### src/rtl/viterbi_decoder.sv
// Hard-decision Viterbi decoder, K=3 rate-1/2 code (G0=111, G1=101).
// Four trellis states, register-exchange survivors, metrics normalised every symbol.
// Optional feature macro: VITERBI_ERR_CNT_EN enables the re-encode / corrected-bit counter;
// without it err_count is tied to zero and no delay line or re-encoder exists.
module viterbi_decoder #(
  parameter int TB_DEPTH = 15,
  parameter int PM_W     = 5,
  parameter int ERR_W    = 16
) (
  input  logic             clk_2,
  input  logic             reset,
  input  logic             clr,
  input  logic             sym_valid,
  input  logic [1:0]       sym_in,
  output logic             bit_valid,
  output logic             bit_out,
  output logic             locked,
  output logic [ERR_W-1:0] err_count
);

  localparam logic [PM_W-1:0]   PM_MAX    = '1;
  localparam int                FILL_W    = $clog2(TB_DEPTH + 1);
  localparam logic [FILL_W-1:0] FILL_FULL = FILL_W'(TB_DEPTH);

  typedef enum logic {FILL, RUN} state_t;

  state_t              state;
  logic [FILL_W-1:0]   fill;
  logic [PM_W-1:0]     pm [4];
  logic [TB_DEPTH-1:0] surv [4];

  logic [PM_W-1:0]     cand0 [4];
  logic [PM_W-1:0]     cand1 [4];
  logic [PM_W-1:0]     pm_acc [4];
  logic [PM_W-1:0]     pm_norm [4];
  logic [TB_DEPTH-1:0] surv_new [4];
  logic [PM_W-1:0]     pm_min;
  logic [1:0]          best;
  logic [FILL_W-1:0]   fill_next;
  logic                full_next;
  logic                dec_bit;

  // Hamming distance between the received symbol and the branch output of pred p with input d
  function automatic logic [1:0] branch_metric(input logic [1:0] sym, input logic [1:0] p,
                                               input logic d);
    logic c0;
    logic c1;
    c0 = d ^ p[0] ^ p[1];
    c1 = d ^ p[1];
    return {1'b0, sym[0] ^ c0} + {1'b0, sym[1] ^ c1};
  endfunction

  // metric addition that sticks at the all-ones ceiling instead of wrapping
  function automatic logic [PM_W-1:0] sat_add(input logic [PM_W-1:0] a, input logic [1:0] b);
    logic [PM_W:0] s;
    s = {1'b0, a} + {{(PM_W-1){1'b0}}, b};
    return s[PM_W] ? PM_MAX : s[PM_W-1:0];
  endfunction

  // add-compare-select for all four next states; state {a,d} comes from {0,a} or {1,a}
  always_comb begin
    for (int ns = 0; ns < 4; ns++) begin
      cand0[ns] = sat_add(pm[ns/2],     branch_metric(sym_in, 2'(ns/2),     ns[0]));
      cand1[ns] = sat_add(pm[ns/2 + 2], branch_metric(sym_in, 2'(ns/2 + 2), ns[0]));
      if (cand1[ns] < cand0[ns]) begin
        pm_acc[ns]   = cand1[ns];
        surv_new[ns] = {surv[ns/2 + 2][TB_DEPTH-2:0], ns[0]};
      end else begin
        pm_acc[ns]   = cand0[ns];
        surv_new[ns] = {surv[ns/2][TB_DEPTH-2:0], ns[0]};
      end
    end
  end

  // normalise against the smallest new metric and pick the lowest-index zero state
  always_comb begin
    pm_min = pm_acc[0];
    for (int s = 1; s < 4; s++) begin
      if (pm_acc[s] < pm_min) pm_min = pm_acc[s];
    end
    for (int s = 0; s < 4; s++) begin
      pm_norm[s] = pm_acc[s] - pm_min;
    end
    best = 2'd3;
    for (int s = 3; s >= 0; s--) begin
      if (pm_norm[s] == '0) best = 2'(s);
    end
    fill_next = (fill == FILL_FULL) ? FILL_FULL : fill + 1'b1;
    full_next = (fill_next == FILL_FULL);
    dec_bit   = surv_new[best][TB_DEPTH-1];
  end

  // path metrics and survivor registers advance only on accepted symbols
  always_ff @(posedge clk_2 or negedge reset) begin
    if (!reset) begin
      for (int s = 0; s < 4; s++) begin
        pm[s]   <= (s == 0) ? '0 : PM_MAX;
        surv[s] <= '0;
      end
    end else if (clr) begin
      for (int s = 0; s < 4; s++) begin
        pm[s]   <= (s == 0) ? '0 : PM_MAX;
        surv[s] <= '0;
      end
    end else if (sym_valid) begin
      for (int s = 0; s < 4; s++) begin
        pm[s]   <= pm_norm[s];
        surv[s] <= surv_new[s];
      end
    end
  end

  // fill/run control with registered lock flag and decoded-bit outputs
  always_ff @(posedge clk_2 or negedge reset) begin
    if (!reset) begin
      state     <= FILL;
      fill      <= '0;
      locked    <= 1'b0;
      bit_valid <= 1'b0;
      bit_out   <= 1'b0;
    end else if (clr) begin
      state     <= FILL;
      fill      <= '0;
      locked    <= 1'b0;
      bit_valid <= 1'b0;
      bit_out   <= 1'b0;
    end else if (sym_valid) begin
      fill      <= fill_next;
      bit_valid <= full_next;
      if (full_next) bit_out <= dec_bit;
      case (state)
        FILL: begin
          if (full_next) begin
            state  <= RUN;
            locked <= 1'b1;
          end
        end
        RUN: begin
          state  <= RUN;
          locked <= 1'b1;
        end
        default: begin
          state  <= FILL;
          locked <= 1'b0;
        end
      endcase
    end else begin
      bit_valid <= 1'b0;
    end
  end

`ifdef VITERBI_ERR_CNT_EN
  logic [1:0]       dly [TB_DEPTH-1];
  logic [1:0]       enc;
  logic [1:0]       re_sym;
  logic [1:0]       miss;
  logic [1:0]       miss_cnt;
  logic [ERR_W:0]   err_sum;

  // re-encode the decision and compare against the symbol it was decided from
  always_comb begin
    re_sym[0] = dec_bit ^ enc[0] ^ enc[1];
    re_sym[1] = dec_bit ^ enc[1];
    miss      = dly[TB_DEPTH-2] ^ re_sym;
    miss_cnt  = {1'b0, miss[0]} + {1'b0, miss[1]};
    err_sum   = {1'b0, err_count} + {{(ERR_W-1){1'b0}}, miss_cnt};
  end

  // symbol delay line, local encoder state and saturating corrected-bit counter
  always_ff @(posedge clk_2 or negedge reset) begin
    if (!reset) begin
      for (int i = 0; i < TB_DEPTH - 1; i++) dly[i] <= '0;
      enc       <= '0;
      err_count <= '0;
    end else if (clr) begin
      for (int i = 0; i < TB_DEPTH - 1; i++) dly[i] <= '0;
      enc       <= '0;
      err_count <= '0;
    end else if (sym_valid) begin
      dly[0] <= sym_in;
      for (int i = 1; i < TB_DEPTH - 1; i++) dly[i] <= dly[i-1];
      if (full_next) begin
        enc       <= {enc[0], dec_bit};
        err_count <= err_sum[ERR_W] ? '1 : err_sum[ERR_W-1:0];
      end
    end
  end
`else
  assign err_count = '0;
`endif

endmodule
### config.mk
export PLATFORM = sky130hd
export DESIGN_NAME = viterbi_decoder
export DESIGN_NICKNAME = d
export VERILOG_FILES = /design/src/rtl/viterbi_decoder.sv
export SDC_FILE = /design/constraint.sdc
export NUM_CORES = 1
export LEC_CHECK = 0
export ABC_AREA = 0
export BUFFER_PORTS_ARGS = -buffer_cell sky130_fd_sc_hd__buf_2
export CELL_PAD_IN_SITES_DETAIL_PLACEMENT = 2
export CELL_PAD_IN_SITES_GLOBAL_PLACEMENT = 2
export CORE_ASPECT_RATIO = 0.7
export CORE_MARGIN = 1
export CORE_UTILIZATION = 43
export CTS_CLUSTER_DIAMETER = 200
export DETAILED_ROUTE_END_ITERATION = 10
export PLACE_DENSITY_LB_ADDON = 0.1
export RECOVER_POWER = 50
export SETUP_SLACK_MARGIN = 0.1
export SYNTH_ARGS = -nofsm -noshare
export SYNTH_HDL_FRONTEND = slang
export SYNTH_SLANG_ARGS = --single-unit
### constraint.sdc
create_clock -name clk_2 -period 12.55 [get_ports clk_2]
set_input_delay 1.8825 -clock clk_2 [delete_from_list [all_inputs] [get_ports clk_2]]
set_output_delay 1.8825 -clock clk_2 [all_outputs]
set_load 0.02 [all_outputs]
## Word level (Yosys, flattened, before mapping)

Index checks and enable logic that the tools add are counted.

- Multiplexer cells: 45
- Magnitude comparators: 8
- Equality and inequality tests: 3
- Bitwise logic cells: 4
- Add/subtract/negate cells: 17
- Reductions and logical operators: 7

Operators with widths:

| kind | count |
|---|---|
| 2-to-1 mux 59 bit | 2 |
| 2-to-1 mux 15 bit | 6 |
| 2-to-1 mux 5 bit | 15 |
| adder 5 x 2 -> 6 bit | 8 |
| 2-to-1 mux 20 bit | 2 |
| < comparator 5 bit | 7 |
| binary-select mux 15 bit (select 2 bit) | 1 |
| subtractor 5 bit | 4 |
| logical NOT 5 bit | 3 |
| 2-to-1 mux 1 bit | 12 |
| 2-to-1 mux 4 bit | 3 |
| adder 1 x 1 -> 2 bit | 4 |
| == test 4 bit (second input constant) | 2 |
| adder 4 x 1 -> 4 bit (second input constant) | 1 |
| 2-to-1 mux 2 bit | 2 |
| case mux 1 bit (2 select lines) | 2 |
| AND reduction 2 bit | 2 |
| nonzero test 2 bit | 2 |
| >= comparator 3 bit (second input constant) | 1 |
| inequality test 3 bit (second input constant) | 1 |
| NOT 1 bit | 3 |
| NOT 2 -> 3 bit | 1 |

- Word-level logic and storage cells: 97
- Output and inout port bits: 19
- Register bits after elaboration: 84

## Longest topological paths before layout

Gate-level depths: netlist (run 1).

- Depth after elaboration: 24
- Depth in mapped cells: 45

## Worst setup path after synthesis (run 1)

OpenSTA, ideal clock, no wires.

- Path kind: input to register
- Start: input port sym_in[0]
- End: register bit_out
- Stages on the path: 42
- Arrival: 10,450 ps
- Setup slack: 2,024 ps
- Library setup time: 76 ps
- Data required time: 12,474 ps
- Path buffers: 1
- Cell sequence: inv_1 -> ha_1 -> ha_1 -> ha_1 -> a21oi_1 -> xnor2_1 -> nand2_1 -> ha_1 -> a211oi_1 -> o211ai_1 -> o2111ai_1 -> nand2_1 -> mux2i_1 -> inv_1 -> ha_1 -> a21o_1 -> o31ai_1 -> o211a_1 -> [... 6 more ...] -> nor2_1 -> a21oi_1 -> ha_1 -> o311a_1 -> a21oi_4 -> clkbuf_1 -> mux2i_1 -> ha_1 -> inv_1 -> ha_1 -> inv_1 -> o31ai_1 -> maj3_2 -> maj3_2 -> xnor2_1 -> nor4_1 -> a2111o_1 -> o21ai_1

- Cells in the longest elaborated chain, start to end: 24
- Elaborated cells between the ends (all ways): 55

Ends and longest elaborated chain:

| item | line | RTL |
|---|---|---|
| from (decl) | 14 | `input logic [1:0] sym_in,` |
| NOT 1 bit (no line) | n/a |  |
| adder 1 x 1 -> 2 bit | 50 | `return {1'b0, sym[0] ^ c0} + {1'b0, sym[1] ^ c1};` |
| adder 5 x 2 -> 6 bit | 56 | `s = {1'b0, a} + {{(PM_W-1){1'b0}}, b};` |
| 2-to-1 mux 5 bit | 57 | `return s[PM_W] ? PM_MAX : s[PM_W-1:0];` |
| < comparator 5 bit | 65 | `if (cand1[ns] < cand0[ns]) begin` |
| 2-to-1 mux 5 bit | 65 |  |
| < comparator 5 bit | 79 | `if (pm_acc[s] < pm_min) pm_min = pm_acc[s];` |
| 2-to-1 mux 5 bit | 79 |  |
| [... 6 more ...] | n/a |  |
| 2-to-1 mux 1 bit | 86 | `if (pm_norm[s] == '0) best = 2'(s);` |
| 2-to-1 mux 2 bit (2 in a row) | 86 |  |
| NOT 2 -> 3 bit (implied by the code) | 90 | `dec_bit = surv_new[best][TB_DEPTH-1];` |
| binary-select mux 15 bit (select 2 bit) (*) | 90 |  |
| 2-to-1 mux 15 bit (implied by the code) (*) (2 in a row) | 90 |  |
| 2-to-1 mux 1 bit (*) | 130 | `if (full_next) bit_out <= dec_bit;` |
| 2-to-1 mux 1 bit (*) | 127 | `end else if (sym_valid) begin` |
| 2-to-1 mux 1 bit (*) | 121 | `end else if (clr) begin` |
| to (signal assigned) | 130 |  |
| to (decl) | 16 | `output logic bit_out,` |

Every way passes the cells marked *; elsewhere a longest branch is shown, timed or not. The select of a mux whose other input is x is not followed.
A chain may end at the register's enable or synchronous reset.

## Worst setup path in the final report (run 1)

Same ends and word-level chain as after synthesis.

==> results of run 1 <==
==> kinds of logic (layout without fill, tap and decap cells) <==
family / after synthesis / in the layout / synth area share [%]
compound gates: 235 / 235 / 23.6
xor+xnor: 35 / 35 / 4.34
mux: 82 / 82 / 11.9
simple gates: 247 / 247 / 15.7
fa+ha+maj: 60 / 60 / 10.6
flops: 78 / 78 / 27.2
other cells: 1 / 16 / 0.0518
buf+inv: 101 / 77 / 6.50
==> sequential cells by signal (all words and copies together) (netlist names) <==
register and cells:
surv 50, pm 20, fill 4, bit_out 1, bit_valid 1, locked 1, state 1
==> per-stage QoR <==
| stage | cell area, um^2 | hold WS (ns) | instances | util (%) |
|---|---|---|---|---|
| global placement | 7380 | 0.482 | 1039 | 45.0 |
| global route | 7680 | 0.568 | 1055 | 46.8 |
| CTS | 7660 | 0.530 | 1055 | 46.7 |
| finish | 7680 | 0.528 | 1055 | 46.8 |
| detailed placement | 7380 | 0.511 | 1039 | 45.0 |
| floorplan | 7290 | 0.466 | 854 | - |
==> layout make-up <==
type                            instances  area, um^2  area share, %
Tap cell                              225         282           3.67
Inverter                               46         173           2.25
Sequential cell                        78        1970           25.7
Clock inverter                          4        28.8          0.375
Multi-Input combinational cell        675        4880           63.5
Clock buffer                           12         256           3.34
Timing Repair Buffer                   15        90.1           1.17
==> synth_stat cells (all sizes together), types with 3 or more instances <==
| cell | n | share of area [%] |
|---|---|---|
| nor2 | 114 | 5.9 |
| mux2i | 71 | 10 |
| dfrtp | 63 | 22 |
| nand2 | 56 | 2.9 |
| a211oi | 50 | 5.4 |
| ha | 49 | 8.5 |
| a21oi | 46 | 3.3 |
| inv | 46 | 2.4 |
| o21ai | 41 | 2.9 |
| buf | 28 | 2.7 |
| clkbuf | 27 | 1.4 |
| xnor2 | 25 | 3.0 |
| dfstp | 15 | 5.4 |
| nand2b | 13 | 1.2 |
| a21o | 12 | 1.2 |
| nand3 | 12 | 0.83 |
| nor3 | 12 | 0.99 |
| mux2 | 11 | 1.8 |
| xor2 | 10 | 1.3 |
| maj3 | 7 | 1.0 |
| o211ai | 7 | 0.73 |
| or3 | 7 | 0.60 |
| a22oi | 6 | 0.62 |
| nor2b | 6 | 0.62 |
| o22ai | 6 | 0.60 |
| a31o | 5 | 0.60 |
| nand4 | 5 | 0.43 |
| nor4 | 5 | 0.52 |
| or2 | 5 | 0.43 |
| a211o | 4 | 0.48 |
| a221oi | 4 | 0.73 |
| a311o | 4 | 0.55 |
| a31oi | 4 | 0.35 |
| and2 | 4 | 0.35 |
| fa | 4 | 1.1 |
| o21a | 4 | 0.41 |
| o31ai | 4 | 0.41 |
| a21boi | 3 | 0.36 |
| o2111ai | 3 | 0.36 |
| o211a | 3 | 0.41 |
| o221a | 3 | 0.47 |
| o32a | 3 | 0.41 |
==> cells in the final DEF, fill, tap and decap left out, types with 5 or more instances in the layout <==
cell type / instances
or3_1: 7
a22oi_1: 6
ha_1: 49
nand3_1: 12
nand2b_1: 12
a21o_1: 12
nand2_1: 56
nor2_1: 113
inv_1: 46
nand4_1: 5
or2_2: 5
mux2_2: 9
conb_1: 16
buf_4: 7
buf_2: 6
a211oi_1: 46
xor2_1: 9
o22ai_1: 5
a21oi_1: 44
o211ai_1: 7
mux2i_1: 67
o21ai_0: 36
nor2b_1: 5
dfstp_2: 15
nor3_1: 11
dfrtp_1: 63
xnor2_1: 25
clkbuf_16: 9
==> routing by layer <==
| layer | track usage (%) | vias up |
|---|---|---|
| met4 | 6.34 | 0 |
| met1 | 42.7 | 3343 |
| met3 | 3.96 | 25 |
| met2 | 48.1 | 112 |
| met5 | 0 | - |
| li1 | - | 3001 |
==> worst reg2reg max path: cells and delay by family (launching register included) <==
| kind | cells | cell delay, ns |
|---|---|---|
| multiplexers | 3 | 1.21 |
| AND/OR/NAND/NOR | 5 | 0.89 |
| XOR/XNOR | 3 | 0.45 |
| adder cells (fa/ha/maj) | 9 | 2.51 |
| buffers and inverters | 4 | 0.60 |
| flip-flops | 1 | 0.63 |
| AO/OA/AOI/OAI | 16 | 3.70 |
==> what timing repair did <==
action                                 CTS  global route
hold buffers                             0             0
setup endpoints to repair                0             3
endpoints found under the hold margin    0             0
gates resized for setup                  0             4
setup buffers                            0             0
==> worst max-delay path by stage <==
stage               from                   to  slack [ns]
2_1_floorplan  sym_in[0]  bit_out$_DFFE_PN0P_        2.02
3_3_place_gp   sym_in[0]  bit_out$_DFFE_PN0P_        0.79
3_5_place_dp   sym_in[0]  bit_out$_DFFE_PN0P_        0.23
4_1_cts        sym_in[0]  bit_out$_DFFE_PN0P_        0.54
5_1_grt        sym_in[0]  bit_out$_DFFE_PN0P_        0.11
6_report       sym_in[0]  bit_out$_DFFE_PN0P_        0.77
==> results_dict.tcl, run 1 <==
set metrics [dict create \
    synth_cell_types 88 \
    synth_edf_count 0 \
    pre_cts_ws_ns 0.232 \
    yosys_warnings 0 \
    synthToLayoutAreaGrowth_pct 6.05 \
    arrival_ns 12.00 \
    ant_nets 0 \
    fmax_mhz 84.9 \
    avgSynthCellArea_um2 8.63 \
    hp-class "reg2reg" \
    crit_path_end_kind "flip-flop" \
    ys_seq_area_share_pct 27.2 \
    path_depth 43 \
    drt-met1-wl_um 12100 \
    r2r-end "bit_out$_DFFE_PN0P_" \
    avgViaCountPerCell 6.14 \
    hold-path-endpoint "surv[0]$_DFFE_PN0P_" \
    tightest_slew_ns 4.37 \
    drive_gt1_share_pct 11.0 \
    io-pin-count 25 \
    wire_per_inst_um 23.2 \
    clockBufferDepth 2 \
    syn-instance-count 839 \
    critPathMaxStageDelay_ns 0.45 \
    port_buffers 8 \
    drt-pass1-iter-count 5 \
    h-tree-depth 3 \
    n_fill_cell 1848 \
    final_hold_viol_count 0 \
    cp_max_fo 15 \
    max_cap_viol_count 2 \
    cts_root_buf "clkbuf_16" \
    grt-ovfl-total 0 \
    rows 39 \
    met2_length_um 11400 \
    violations "capacitance limit, slew limit" \
    r2r_cells 40 \
    whs_path_depth 2 \
    grt_pass1_vias 7096 \
    grt_pass1_wl_um 40200 \
    vias 6481 \
    crit_slowest_cell "mux2i_2" \
    min_from "surv[0]$_DFFE_PN0P_" \
    r2r_setup_slack_ns 2.46 \
    rsz0062_at_grt "false" \
    die_area_um2 17400 \
    final_net_count 884 \
    yosys_most_used_dff "dfrtp_1" \
    startpoint_type "primary input" \
    drt_first_iter_violations 449 \
    r2r-start "pm[6]$_DFFE_PN1P_" \
    ys_ff_latch 78 \
    core_area_um2 16400 \
    slew_violations 144 \
    fin_crit_sh_pct 93.9 \
    dp_hpwl_um 18200 \
    initial_core_util_pct 44.1 \
    antenna_found_initial 0 \
    async_flop_share_pct 100 \
    finalWorstSetupSlack_ns 0.770 \
    cts-buffers-inserted 9 \
    min_period_ns 11.78 \
    route.met3.wl_um 710 \
    status "finished, violations left" \
    die_h_um 111 \
    critPathRequiredTime_ns 12.77 \
    cts_sinks 78 \
    crit_type "in2reg" \
    critPathBufInv 6 \
    top_layer "met4" \
    fin_skew_ns 0.00896 \
    tritoncts "done" \
    drc 0 \
    synth_area_um2 7240 \
    clk_latency_ns 0.34 \
    grt_max_degree 106 \
    path_clk_slew_ns 0.06 \
    crit_top_cell "ha_1" \
    max_slew_margin_pct -191 \
    track_usage_pct 29.9 \
    setup_violations 0 \
    gp_congestion 0.878 \
    die_w_um 157 \
    tns_ns 0 \
    drt_wl_total_um 24500 \
    cp_top_family "compound AO/OA/AOI/OAI gates" \
    diodes 0 \
]
Power of run 1 is left out: the tool's default activity adds up to more than one toggle a clock period on the data nets, which glitch-free logic cannot reach.
==> run 2, diff against run 1 <==
Settings changed: PLACE_DENSITY set to 0.95, PLACE_DENSITY_LB_ADDON 0.1 to not set.
==> run 2 against run 1 <==
The flow still finishes with violations (capacitance limit, slew limit). Global-route usage up 6.3 points. Flip-flop and latch count unchanged. Die area did not move.
==> results_dict.tcl, run 2 (synthesis results as in run 1) <==
set metrics [dict create \
    vias 7103 \
    tightest_slew_ns 4.61 \
    die_area_um2 17400 \
    port_buffers 8 \
    h-tree-depth 3 \
    final_hold_viol_count 0 \
    cts-buffers-inserted 9 \
    io-pin-count 25 \
    fmax_mhz 80.8 \
    ant_nets 0 \
    hp-class "reg2reg" \
    max_cap_viol_count 2 \
    status "finished, violations left" \
    drt_wl_total_um 30600 \
    wire_per_inst_um 29.0 \
    antenna_found_initial 1 \
    drt-pass1-iter-count 5 \
    n_fill_cell 1828 \
    critPathRequiredTime_ns 12.75 \
    tritoncts "done" \
    fin_skew_ns 0.0132 \
    grt_max_degree 95 \
    avgViaCountPerCell 6.72 \
    crit_type "in2reg" \
    initial_core_util_pct 44.1 \
    largest_reg_flops 50 \
    track_usage_pct 36.2 \
    crit_path_end_kind "flip-flop" \
    clockBufferDepth 2 \
    grt_pass1_wl_um 47100 \
    critPathMaxStageDelay_ns 0.73 \
    slew_violations 145 \
    drt_first_iter_violations 617 \
    min_period_ns 12.37 \
    startpoint_type "primary input" \
    postCtsHoldBufs 0 \
    largestRegisters "surv x50, pm x20, fill x4" \
    die_h_um 111 \
    whs_ns 0.563 \
    final_net_count 886 \
    arrival_ns 12.58 \
    drc 0 \
    setup_violations 0 \
    final_common_cell "nor2_1" \
    cp_max_fo 15 \
    core_area_um2 16400 \
    gp_congestion 0.832 \
    regMostFlops "surv" \
    cp_top_family "compound AO/OA/AOI/OAI gates" \
    dp_hpwl_um 20400 \
    crit_slowest_cell "o22ai_1" \
    clk_latency_ns 0.36 \
    grt-ovfl-total 0 \
    grt_pass1_vias 7661 \
    die_w_um 157 \
    rows 39 \
    max_slew_margin_pct -207 \
    fin_crit_sh_pct 98.6 \
    cts_sinks 78 \
    diodes 0 \
    final_cell_mix "nor2_1, mux2i_1, dfrtp_1" \
    cts_root_buf "clkbuf_16" \
    drive_gt1_share_pct 11.4 \
    violations "capacitance limit, slew limit" \
    path_clk_slew_ns 0.07 \
    critPathBufInv 6 \
    synthToLayoutAreaGrowth_pct 6.41 \
    crit_top_cell "ha_1" \
]
-- run 2: what timing repair did --
action	in CTS	in global routing
gates resized for setup	2	3
endpoints found under the setup margin	1	4
pin swaps	0	1
buffers inserted	0	1
-- run 2: layout make-up --
type / count / area, um^2 / share of cell area (%)
multi-input combinational: 675 / 4880 / 63.4
sequential: 78 / 1970 / 25.6
tap: 225 / 282 / 3.65
clock buffer: 9 / 225 / 2.92
inverter: 46 / 173 / 2.24
timing repair buffer: 17 / 105 / 1.36
clock inverter: 7 / 65.1 / 0.845
-- run 2: routing by layer --
metal | vias up | global-route usage (%) | wire length [um]
met2 | 311 | 60.3 | 14600
met4 | 2 | 15.4 | 1360
li1 | 3003 | - | -
met1 | 3679 | 46.5 | 12900
met5 | - | 0 | 13
met3 | 108 | 5.34 | 1770
-- run 2: worst paths after layout --
kind / from / end / slack [ns] / cells past startpoint
min in group asynchronous: reset / surv[39]$_DFFE_PN0P_ / 3.18 / 1
worst min-delay path: surv[0]$_DFFE_PN0P_ / surv[0]$_DFFE_PN0P_ / 0.56 / 2
worst max register to register: pm[5]$_DFFE_PN1P_ / bit_out$_DFFE_PN0P_ / 1.76 / 38
worst min register to register: surv[0]$_DFFE_PN0P_ / surv[0]$_DFFE_PN0P_ / 0.56 / 2
worst max-delay path: sym_in[0] / bit_out$_DFFE_PN0P_ / 0.18 / 41
max in group asynchronous: reset / fill[1]$_DFFE_PN0P_ / 6.82 / 1
-- run 2: through the flow --
step                      instance area (um^2)  utilization, %  setup TNS (ns)  setup slack, ns  instances
after floorplan                           7290               -               0             2.02        854
after global placement                    7390            45.1               0             1.25       1040
after detailed placement                  7390            45.1               0            0.174       1040
after CTS                                 7690            46.9               0            0.119       1056
after global routing                      7700            47.0         -0.0701          -0.0701       1057
final                                     7700            47.0               0            0.176       1057
-- run 2: worst min-delay path: stages, from the launching register on --
cell	delay, ns
dfrtp_1	0.37
nor2_1	0.07
nor2_1	0.09
Power of run 2 is left out for the same reason.
